===== src/rtl/mips_core_pkg.sv =====
// Shared core types and the data-cache geometry, states and line layout.
// Latency: n/a (types and constants only).
// Backpressure: n/a.
package mips_core_pkg;

    localparam int ADDR_WIDTH = 32;
    localparam int DATA_WIDTH = 32;

    typedef enum logic {
        READ  = 1'b0,
        WRITE = 1'b1
    } MemAccessType;

    localparam int D_CACHE_INDEX_WIDTH    = 5;
    localparam int D_CACHE_WORD_SEL_WIDTH = 2;
    localparam int D_CACHE_TAG_WIDTH      = ADDR_WIDTH - D_CACHE_INDEX_WIDTH
                                            - D_CACHE_WORD_SEL_WIDTH - 2;
    localparam int D_CACHE_LINES          = 1 << D_CACHE_INDEX_WIDTH;
    localparam int D_CACHE_LINE_WORDS     = 1 << D_CACHE_WORD_SEL_WIDTH;

    typedef enum logic [2:0] {
        IDLE        = 3'd0,
        REFILL_REQ  = 3'd1,
        REFILL_WAIT = 3'd2,
        WR_REQ      = 3'd3,
        WR_DONE     = 3'd4
    } d_cache_state_t;

    typedef struct packed {
        logic                                              valid;
        logic [D_CACHE_TAG_WIDTH-1:0]                      tag;
        logic [D_CACHE_LINE_WORDS-1:0][DATA_WIDTH-1:0]     data;
    } d_cache_line;

endpackage


===== src/rtl/d_cache_array.sv =====
// Tag/valid/data storage for the direct-mapped data cache.
// Latency: combinational read of one line; word write and tag/valid update on the next clk edge.
// Backpressure: none; always accepts a write, the owner sequences accesses.
// Ports: clk/rst (async clear of all valid bits), rd_index_i -> rd_line_o,
//        wr_en_i/wr_index_i/wr_word_i/wr_data_i word write,
//        set_valid_i/set_tag_i mark a line filled, clr_valid_i invalidates a line.
module d_cache_array
    import mips_core_pkg::*;
(
    input  logic                              clk,
    input  logic                              rst,
    input  logic [D_CACHE_INDEX_WIDTH-1:0]    rd_index_i,
    output d_cache_line                       rd_line_o,
    input  logic                              wr_en_i,
    input  logic [D_CACHE_INDEX_WIDTH-1:0]    wr_index_i,
    input  logic [D_CACHE_WORD_SEL_WIDTH-1:0] wr_word_i,
    input  logic [DATA_WIDTH-1:0]             wr_data_i,
    input  logic                              set_valid_i,
    input  logic [D_CACHE_TAG_WIDTH-1:0]      set_tag_i,
    input  logic                              clr_valid_i
);

    logic [D_CACHE_LINES-1:0]                          valid_q;
    logic [D_CACHE_TAG_WIDTH-1:0]                      tag_q  [D_CACHE_LINES];
    logic [D_CACHE_LINE_WORDS-1:0][DATA_WIDTH-1:0]     data_q [D_CACHE_LINES];

    // Only the valid bits need reset; tag and data are meaningless while invalid.
    always_ff @(posedge clk or posedge rst) begin
        if (rst) begin
            valid_q <= '0;
        end else if (set_valid_i) begin
            valid_q[wr_index_i] <= 1'b1;
        end else if (clr_valid_i) begin
            valid_q[wr_index_i] <= 1'b0;
        end
    end

    always_ff @(posedge clk) begin
        if (set_valid_i) begin
            tag_q[wr_index_i] <= set_tag_i;
        end
        if (wr_en_i) begin
            data_q[wr_index_i][wr_word_i] <= wr_data_i;
        end
    end

    always_comb begin
        rd_line_o.valid = valid_q[rd_index_i];
        rd_line_o.tag   = tag_q[rd_index_i];
        rd_line_o.data  = data_q[rd_index_i];
    end

endmodule


===== src/rtl/d_cache_responder.sv =====
// Direct-mapped, write-through, no-write-allocate blocking data cache answering load/store requests.
// Latency: read hit 1 cycle; miss = 4 memory request/response pairs then a hit; write = memory write + 1 done cycle.
// Backpressure: combinational stall holds the upstream request; mem_req_* held stable until mem_req_ready.
// Ports: req_valid/req_action/req_addr/req_data in, stall out; resp_valid/resp_data registered load result;
//        mem_req_valid/write/addr/wdata with mem_req_ready handshake; mem_rsp_valid/mem_rsp_rdata refill data.
module d_cache_responder
    import mips_core_pkg::*;
#(
    parameter int ADDR_WIDTH     = mips_core_pkg::ADDR_WIDTH,
    parameter int DATA_WIDTH     = mips_core_pkg::DATA_WIDTH,
    parameter int INDEX_WIDTH    = D_CACHE_INDEX_WIDTH,
    parameter int WORD_SEL_WIDTH = D_CACHE_WORD_SEL_WIDTH
) (
    input  logic                  clk,
    input  logic                  rst,
    input  logic                  req_valid,
    input  MemAccessType          req_action,
    input  logic [ADDR_WIDTH-1:0] req_addr,
    input  logic [DATA_WIDTH-1:0] req_data,
    output logic                  stall,
    output logic                  resp_valid,
    output logic [DATA_WIDTH-1:0] resp_data,
    output logic                  mem_req_valid,
    output logic                  mem_req_write,
    output logic [ADDR_WIDTH-1:0] mem_req_addr,
    output logic [DATA_WIDTH-1:0] mem_req_wdata,
    input  logic                  mem_req_ready,
    input  logic                  mem_rsp_valid,
    input  logic [DATA_WIDTH-1:0] mem_rsp_rdata
);

    localparam int TAG_WIDTH = ADDR_WIDTH - INDEX_WIDTH - WORD_SEL_WIDTH - 2;

    d_cache_state_t              state_q;
    logic [WORD_SEL_WIDTH-1:0]   word_cnt_q;
    logic                        resp_valid_q;
    logic [DATA_WIDTH-1:0]       resp_data_q;
    logic                        mem_req_valid_q;
    logic                        mem_req_write_q;
    logic [ADDR_WIDTH-1:0]       mem_req_addr_q;
    logic [DATA_WIDTH-1:0]       mem_req_wdata_q;

    logic [TAG_WIDTH-1:0]        req_tag;
    logic [INDEX_WIDTH-1:0]      req_index;
    logic [WORD_SEL_WIDTH-1:0]   req_word;
    logic [WORD_SEL_WIDTH-1:0]   word_cnt_nxt;
    logic                        is_read;
    logic                        hit;
    logic [DATA_WIDTH-1:0]       hit_word;
    d_cache_line                 rd_line;

    logic                        refill_wr;
    logic                        write_hit;
    logic                        arr_wr_en;
    logic [WORD_SEL_WIDTH-1:0]   arr_wr_word;
    logic [DATA_WIDTH-1:0]       arr_wr_data;
    logic                        arr_set_valid;
    logic                        arr_clr_valid;

    assign req_tag      = req_addr[ADDR_WIDTH-1 -: TAG_WIDTH];
    assign req_index    = req_addr[WORD_SEL_WIDTH+2 +: INDEX_WIDTH];
    assign req_word     = req_addr[2 +: WORD_SEL_WIDTH];
    assign word_cnt_nxt = word_cnt_q + WORD_SEL_WIDTH'(1);
    assign is_read      = (req_action == READ);
    assign hit          = rd_line.valid && (rd_line.tag == req_tag);
    assign hit_word     = rd_line.data[req_word];

    // Both cache writers target the line of the held request.
    assign refill_wr     = (state_q == REFILL_WAIT) && mem_rsp_valid;
    assign write_hit     = (state_q == WR_REQ) && mem_req_ready && hit;
    assign arr_wr_en     = refill_wr || write_hit;
    assign arr_wr_word   = refill_wr ? word_cnt_q : req_word;
    assign arr_wr_data   = refill_wr ? mem_rsp_rdata : req_data;
    assign arr_set_valid = refill_wr && (word_cnt_q == '1);
    // Invalidate the victim at miss start so a partly overwritten line never hits,
    // including after a reset that abandons the refill.
    assign arr_clr_valid = (state_q == IDLE) && req_valid && is_read && !hit;

    d_cache_array u_array (
        .clk         (clk),
        .rst         (rst),
        .rd_index_i  (req_index),
        .rd_line_o   (rd_line),
        .wr_en_i     (arr_wr_en),
        .wr_index_i  (req_index),
        .wr_word_i   (arr_wr_word),
        .wr_data_i   (arr_wr_data),
        .set_valid_i (arr_set_valid),
        .set_tag_i   (req_tag),
        .clr_valid_i (arr_clr_valid)
    );

    // Only an IDLE read hit or the WR_DONE cycle lets the request go.
    always_comb begin
        stall = 1'b1;
        case (state_q)
            IDLE:    stall = req_valid && !(is_read && hit);
            WR_DONE: stall = 1'b0;
            default: stall = 1'b1;
        endcase
    end

    always_ff @(posedge clk or posedge rst) begin
        if (rst) begin
            state_q         <= IDLE;
            word_cnt_q      <= '0;
            resp_valid_q    <= 1'b0;
            resp_data_q     <= '0;
            mem_req_valid_q <= 1'b0;
            mem_req_write_q <= 1'b0;
            mem_req_addr_q  <= '0;
            mem_req_wdata_q <= '0;
        end else begin
            resp_valid_q <= 1'b0;
            case (state_q)
                IDLE: begin
                    if (req_valid) begin
                        if (is_read) begin
                            if (hit) begin
                                resp_valid_q <= 1'b1;
                                resp_data_q  <= hit_word;
                            end else begin
                                word_cnt_q      <= '0;
                                state_q         <= REFILL_REQ;
                                mem_req_valid_q <= 1'b1;
                                mem_req_write_q <= 1'b0;
                                mem_req_addr_q  <= {req_tag, req_index, {WORD_SEL_WIDTH{1'b0}}, 2'b00};
                            end
                        end else begin
                            state_q         <= WR_REQ;
                            mem_req_valid_q <= 1'b1;
                            mem_req_write_q <= 1'b1;
                            mem_req_addr_q  <= req_addr & ~ADDR_WIDTH'(3);
                            mem_req_wdata_q <= req_data;
                        end
                    end
                end
                REFILL_REQ: begin
                    if (mem_req_ready) begin
                        mem_req_valid_q <= 1'b0;
                        state_q         <= REFILL_WAIT;
                    end
                end
                REFILL_WAIT: begin
                    if (mem_rsp_valid) begin
                        if (word_cnt_q == '1) begin
                            state_q <= IDLE;
                        end else begin
                            word_cnt_q      <= word_cnt_nxt;
                            state_q         <= REFILL_REQ;
                            mem_req_valid_q <= 1'b1;
                            mem_req_addr_q  <= {req_tag, req_index, word_cnt_nxt, 2'b00};
                        end
                    end
                end
                WR_REQ: begin
                    if (mem_req_ready) begin
                        mem_req_valid_q <= 1'b0;
                        state_q         <= WR_DONE;
                    end
                end
                WR_DONE: begin
                    state_q <= IDLE;
                end
                default: begin
                    state_q <= IDLE;
                end
            endcase
        end
    end

    assign resp_valid    = resp_valid_q;
    assign resp_data     = resp_data_q;
    assign mem_req_valid = mem_req_valid_q;
    assign mem_req_write = mem_req_write_q;
    assign mem_req_addr  = mem_req_addr_q;
    assign mem_req_wdata = mem_req_wdata_q;

endmodule

===== config.mk =====
export PLATFORM = sky130hd
export DESIGN_NAME = d_cache_responder
export DESIGN_NICKNAME = d
export VERILOG_FILES = /design/src/rtl/mips_core_pkg.sv /design/src/rtl/d_cache_array.sv /design/src/rtl/d_cache_responder.sv
export SDC_FILE = /design/constraint.sdc
export NUM_CORES = 2
export LEC_CHECK = 0
export CORE_MARGIN = 1.5
export CORE_UTILIZATION = 40
export DETAILED_ROUTE_END_ITERATION = 7
export PLACE_DENSITY = 0.52
export REMOVE_ABC_BUFFERS = 1
export SETUP_SLACK_MARGIN = 0.5
export SYNTH_ARGS = -nofsm -noshare
export SYNTH_HDL_FRONTEND = slang
export SYNTH_MEMORY_MAX_BITS = 65536
export SYNTH_SLANG_ARGS = --single-unit

===== constraint.sdc =====
create_clock -name clk -period 12.08 [get_ports clk]
set_input_delay 2.416 -clock clk [delete_from_list [all_inputs] [get_ports clk]]
set_output_delay 2.416 -clock clk [all_outputs]
set_load 0.05 [all_outputs]

==> results.json <==
{
  "postCtsHoldBufs": 0,
  "start_util_pct": 40.2,
  "die-area_um2": 482000,
  "ios": 202,
  "clk_path_buf_depth": 4,
  "pwr_density_cell_nw_per_um2": 180,
  "p_leak_uw": 0.0701,
  "die_h_um": 694,
  "final_cell_mix": "4832 x edfxtp_1, 1071 x mux4_2, 611 x mux2i_1",
  "maxCapViolCount": 2,
  "r2r-start": "u_array.tag_q[26][13]",
  "syn_inst": 8624,
  "cts.sinks": 4966,
  "grtUsageTotal_pct": 23.4,
  "grt_max_degree": 129,
  "overflow": 0,
  "dr.pass1.iters": 8,
  "synth_ff_type": "edfxtp_1",
  "vdd_drop_max_uv": 150,
  "drtIter0Drc": 11800,
  "synth_warnings": 0,
  "final_common_cell": "edfxtp_1",
  "seqPwrFrac_pct": 50.4,
  "synth_edf_count": 4832,
  "antenna_found_initial": 39,
  "syn_to_final_growth_pct": 15.1,
  "cts_buffers": 538,
  "p_comb_share_pct": 9.6,
  "slowest_delay_ns": 0.80,
  "setup_tns_ns": 0,
  "max_clock_freq_mhz": 107,
  "r2r_cells": 12,
  "htree_levels": 6,
  "dp_hpwl_um": 310000,
  "gp_congestion": 0.795,
  "critPathTopFamily": "buffers and inverters",
  "syn_avg_cell_area_um2": 22.2,
  "final_area_um2": 220000,
  "finalCritPeriodShare_pct": 77.5,
  "ys_async_sr_fraction_pct": 2.70,
  "path_common_cell": "buf_4",
  "power.share.clock_pct": 40.1,
  "report.final.setup_viol": 0,
  "hold_class": "reg -> reg",
  "critPathBufInv": 5,
  "core_um2": 475000,
  "synth_seq_area_share_pct": 77.7,
  "p_int_uw": 29900,
  "whs_endpoint": "resp_data[25]",
  "grt_pass1_wl_um": 785000,
  "r2r-end": "u_array.data_q[7][56]",
  "postPlaceCellArea_um2": 203000,
  "ys_ff_latch": 4966,
  "layout_min_cycle_time_ns": 9.36,
  "fillers": 39400,
  "p_sw_share_pct": 24.3,
  "outcome": "complete, but fails checks",
  "clock_skew_ns": 0.0502,
  "tightest_slew_ns": 1.59,
  "slew_headroom_pct": -6.61,
  "worstPathCellList": "buf_8 -> buf_4 -> buf_4 -> or2_4 -> a211oi_1 -> a2111oi_0 -> buf_4 -> o2111ai_1 -> nor3_1 -> o21ai_0 -> buf_4",
  "clk_pin_slew_ns": 0.06,
  "syn_area_um2": 191000,
  "cts_tree": "done",
  "slowest_stage": "a2111oi_0",
  "critical_path_class": "in -> out",
  "clk_latency_ns": 1.05,
  "cts-root-buf": "clkbuf_16",
  "endpoint_kind": "output pin",
  "violations": "max-capacitance violations, max-slew violations",
  "crit_required_ns": 9.66,
  "power.switching_uw": 9590,
  "r2r_slack_ns": 6.63,
  "rsz0062_at_grt": "no",
  "grt_pass1_vias": 96500,
  "start_kind": "primary input",
  "wl_um": 574000,
  "die_w_um": 694,
  "portBuffers": 197,
  "worstPathMaxFanout": 30,
  "fin_nets": 9331,
  "crit_arrival_ns": 6.95,
  "cts_resized": 0,
  "postRouteAntennaNets": 0,
  "min_from": "resp_data[25]",
  "viasPerCell": 5.94,
  "num_rows": 253,
  "cts_setup_buffers": 0,
  "vias": 95400,
  "wl_per_cell_um": 35.8,
  "drive_gt1_share_pct": 26.4,
  "yosysUniqueCellTypes": 72,
  "hold_depth": 1,
  "drcViolationCount": 0,
  "slew_violations": 28,
  "hold_viol": 0
}
synth_stat cells, types with 6 or more instances:
cell type  count  share of area, %
nor3_2        35              0.18
mux2_2       126              0.74
a21o_1        13             0.051
nor2b_1       10             0.033
a21oi_1       93              0.24
clkbuf_1     174              0.34
nor3_1       134              0.35
edfxtp_1    4832                76
nand2_1       95              0.19
o211ai_1      15             0.059
dfrtp_1      134               1.8
o21ai_1       13             0.034
nor4_1        47              0.15
nor2_1       126              0.25
buf_2        215              0.56
mux2i_1      612               3.2
a211oi_1       6             0.024
o221ai_1      14             0.064
mux4_2      1071                13
nand3_1       26             0.068
a221o_1        7             0.037
mux2_1        17              0.10
a22oi_1       78              0.31
o22ai_1      256              0.84
a31oi_1       12             0.039
o31ai_1       15             0.059
o32ai_1       13             0.060
a22o_1        27              0.12
mux2_4        29              0.23
inv_1         37             0.073
buf_1         53              0.10
a221oi_1      40              0.18
nand4_1        9             0.029
o2111ai_1     25              0.11
o21ai_0       71              0.19
buf_4         38              0.15
buf_6         24              0.14
nand2b_1       8             0.026
logic make-up after synthesis:
| kind of cell | after synthesis | share of synthesized area (%) |
|---|---|---|
| DFF | 4966 | 77.7 |
| muxes | 1855 | 16.9 |
| AOI/OAI and AO/OA | 725 | 2.57 |
| buffers and inverters | 543 | 1.38 |
| and+or+nand+nor | 527 | 1.47 |
| xor gates and xnor gates | 6 | 0.0275 |
| adders and majority gates | 1 | 0.00654 |
| other | 1 | 0.00196 |
power groups by stage:
stage                     Clock, uW  Combinational (uW)  Sequential [uW]
after global placement            0                3710            20200
after global routing          16800                3970            19900
after CTS                     16100                3820            19900
after floorplan                   0                1490            20600
after detailed placement          0                3820            20300
final                         15800                3780            19900
worst max-delay path by stage:
stage,from,to,cells after the start
2_1_floorplan,req_addr[8],u_array.data_q[17][64],4
3_3_place_gp,req_addr[6],stall,11
3_5_place_dp,req_addr[6],stall,11
4_1_cts,req_addr[6],stall,11
5_1_grt,req_addr[6],stall,11
6_report,req_addr[6],stall,11
final cells by class:
type                            instances  area, um^2  share of cell area, %
Multi-Input combinational cell       3116       41500                   18.8
Antenna cell                           35        87.6                 0.0398
Clock buffer                          693       14500                   6.59
Clock inverter                        269        2310                   1.05
Tap cell                             6375        7980                   3.63
Sequential cell                      4966      148000                   67.5
Inverter                               38         158                 0.0717
Timing Repair Buffer                  568        5020                   2.28
sequential cells by signal (all words and copies together) (netlist names), named ones only:
name,count
mem_req_addr,30
mem_req_valid,1
mem_req_wdata,32
mem_req_write,1
resp_data,32
resp_valid,1
state_q,3
u_array.data_q,4096
u_array.tag_q,736
word_cnt_q,2
layer usage:
metal / share of wire (%) / GRT usage, % / vias to the layer above
met3: 7.5 / 3.96 / 828
met5: 0.058 / 0.470 / -
li1: - / - / 37900
met2: 48 / 38.4 / 4016
met1: 41 / 32.8 / 52600
met4: 2.5 / 5.62 / 6
metrics by stage:
stage | power [uW] | std cells | hold slack (ns) | utilization [%] | setup WS, ns
6_report | 39500 | 16100 | 0.494 | 46.3 | 2.72
2_1_floorplan | 22100 | 8120 | 0.481 | - | -3.94
5_1_grt | 40600 | 16100 | 0.512 | 46.3 | 2.55
4_1_cts | 39900 | 16000 | 0.500 | 46.2 | 2.77
3_3_place_gp | 24000 | 15100 | 0.485 | 42.7 | 2.71
3_5_place_dp | 24100 | 15100 | 0.475 | 42.7 | 2.79
(Power assumes the default switching activity.)
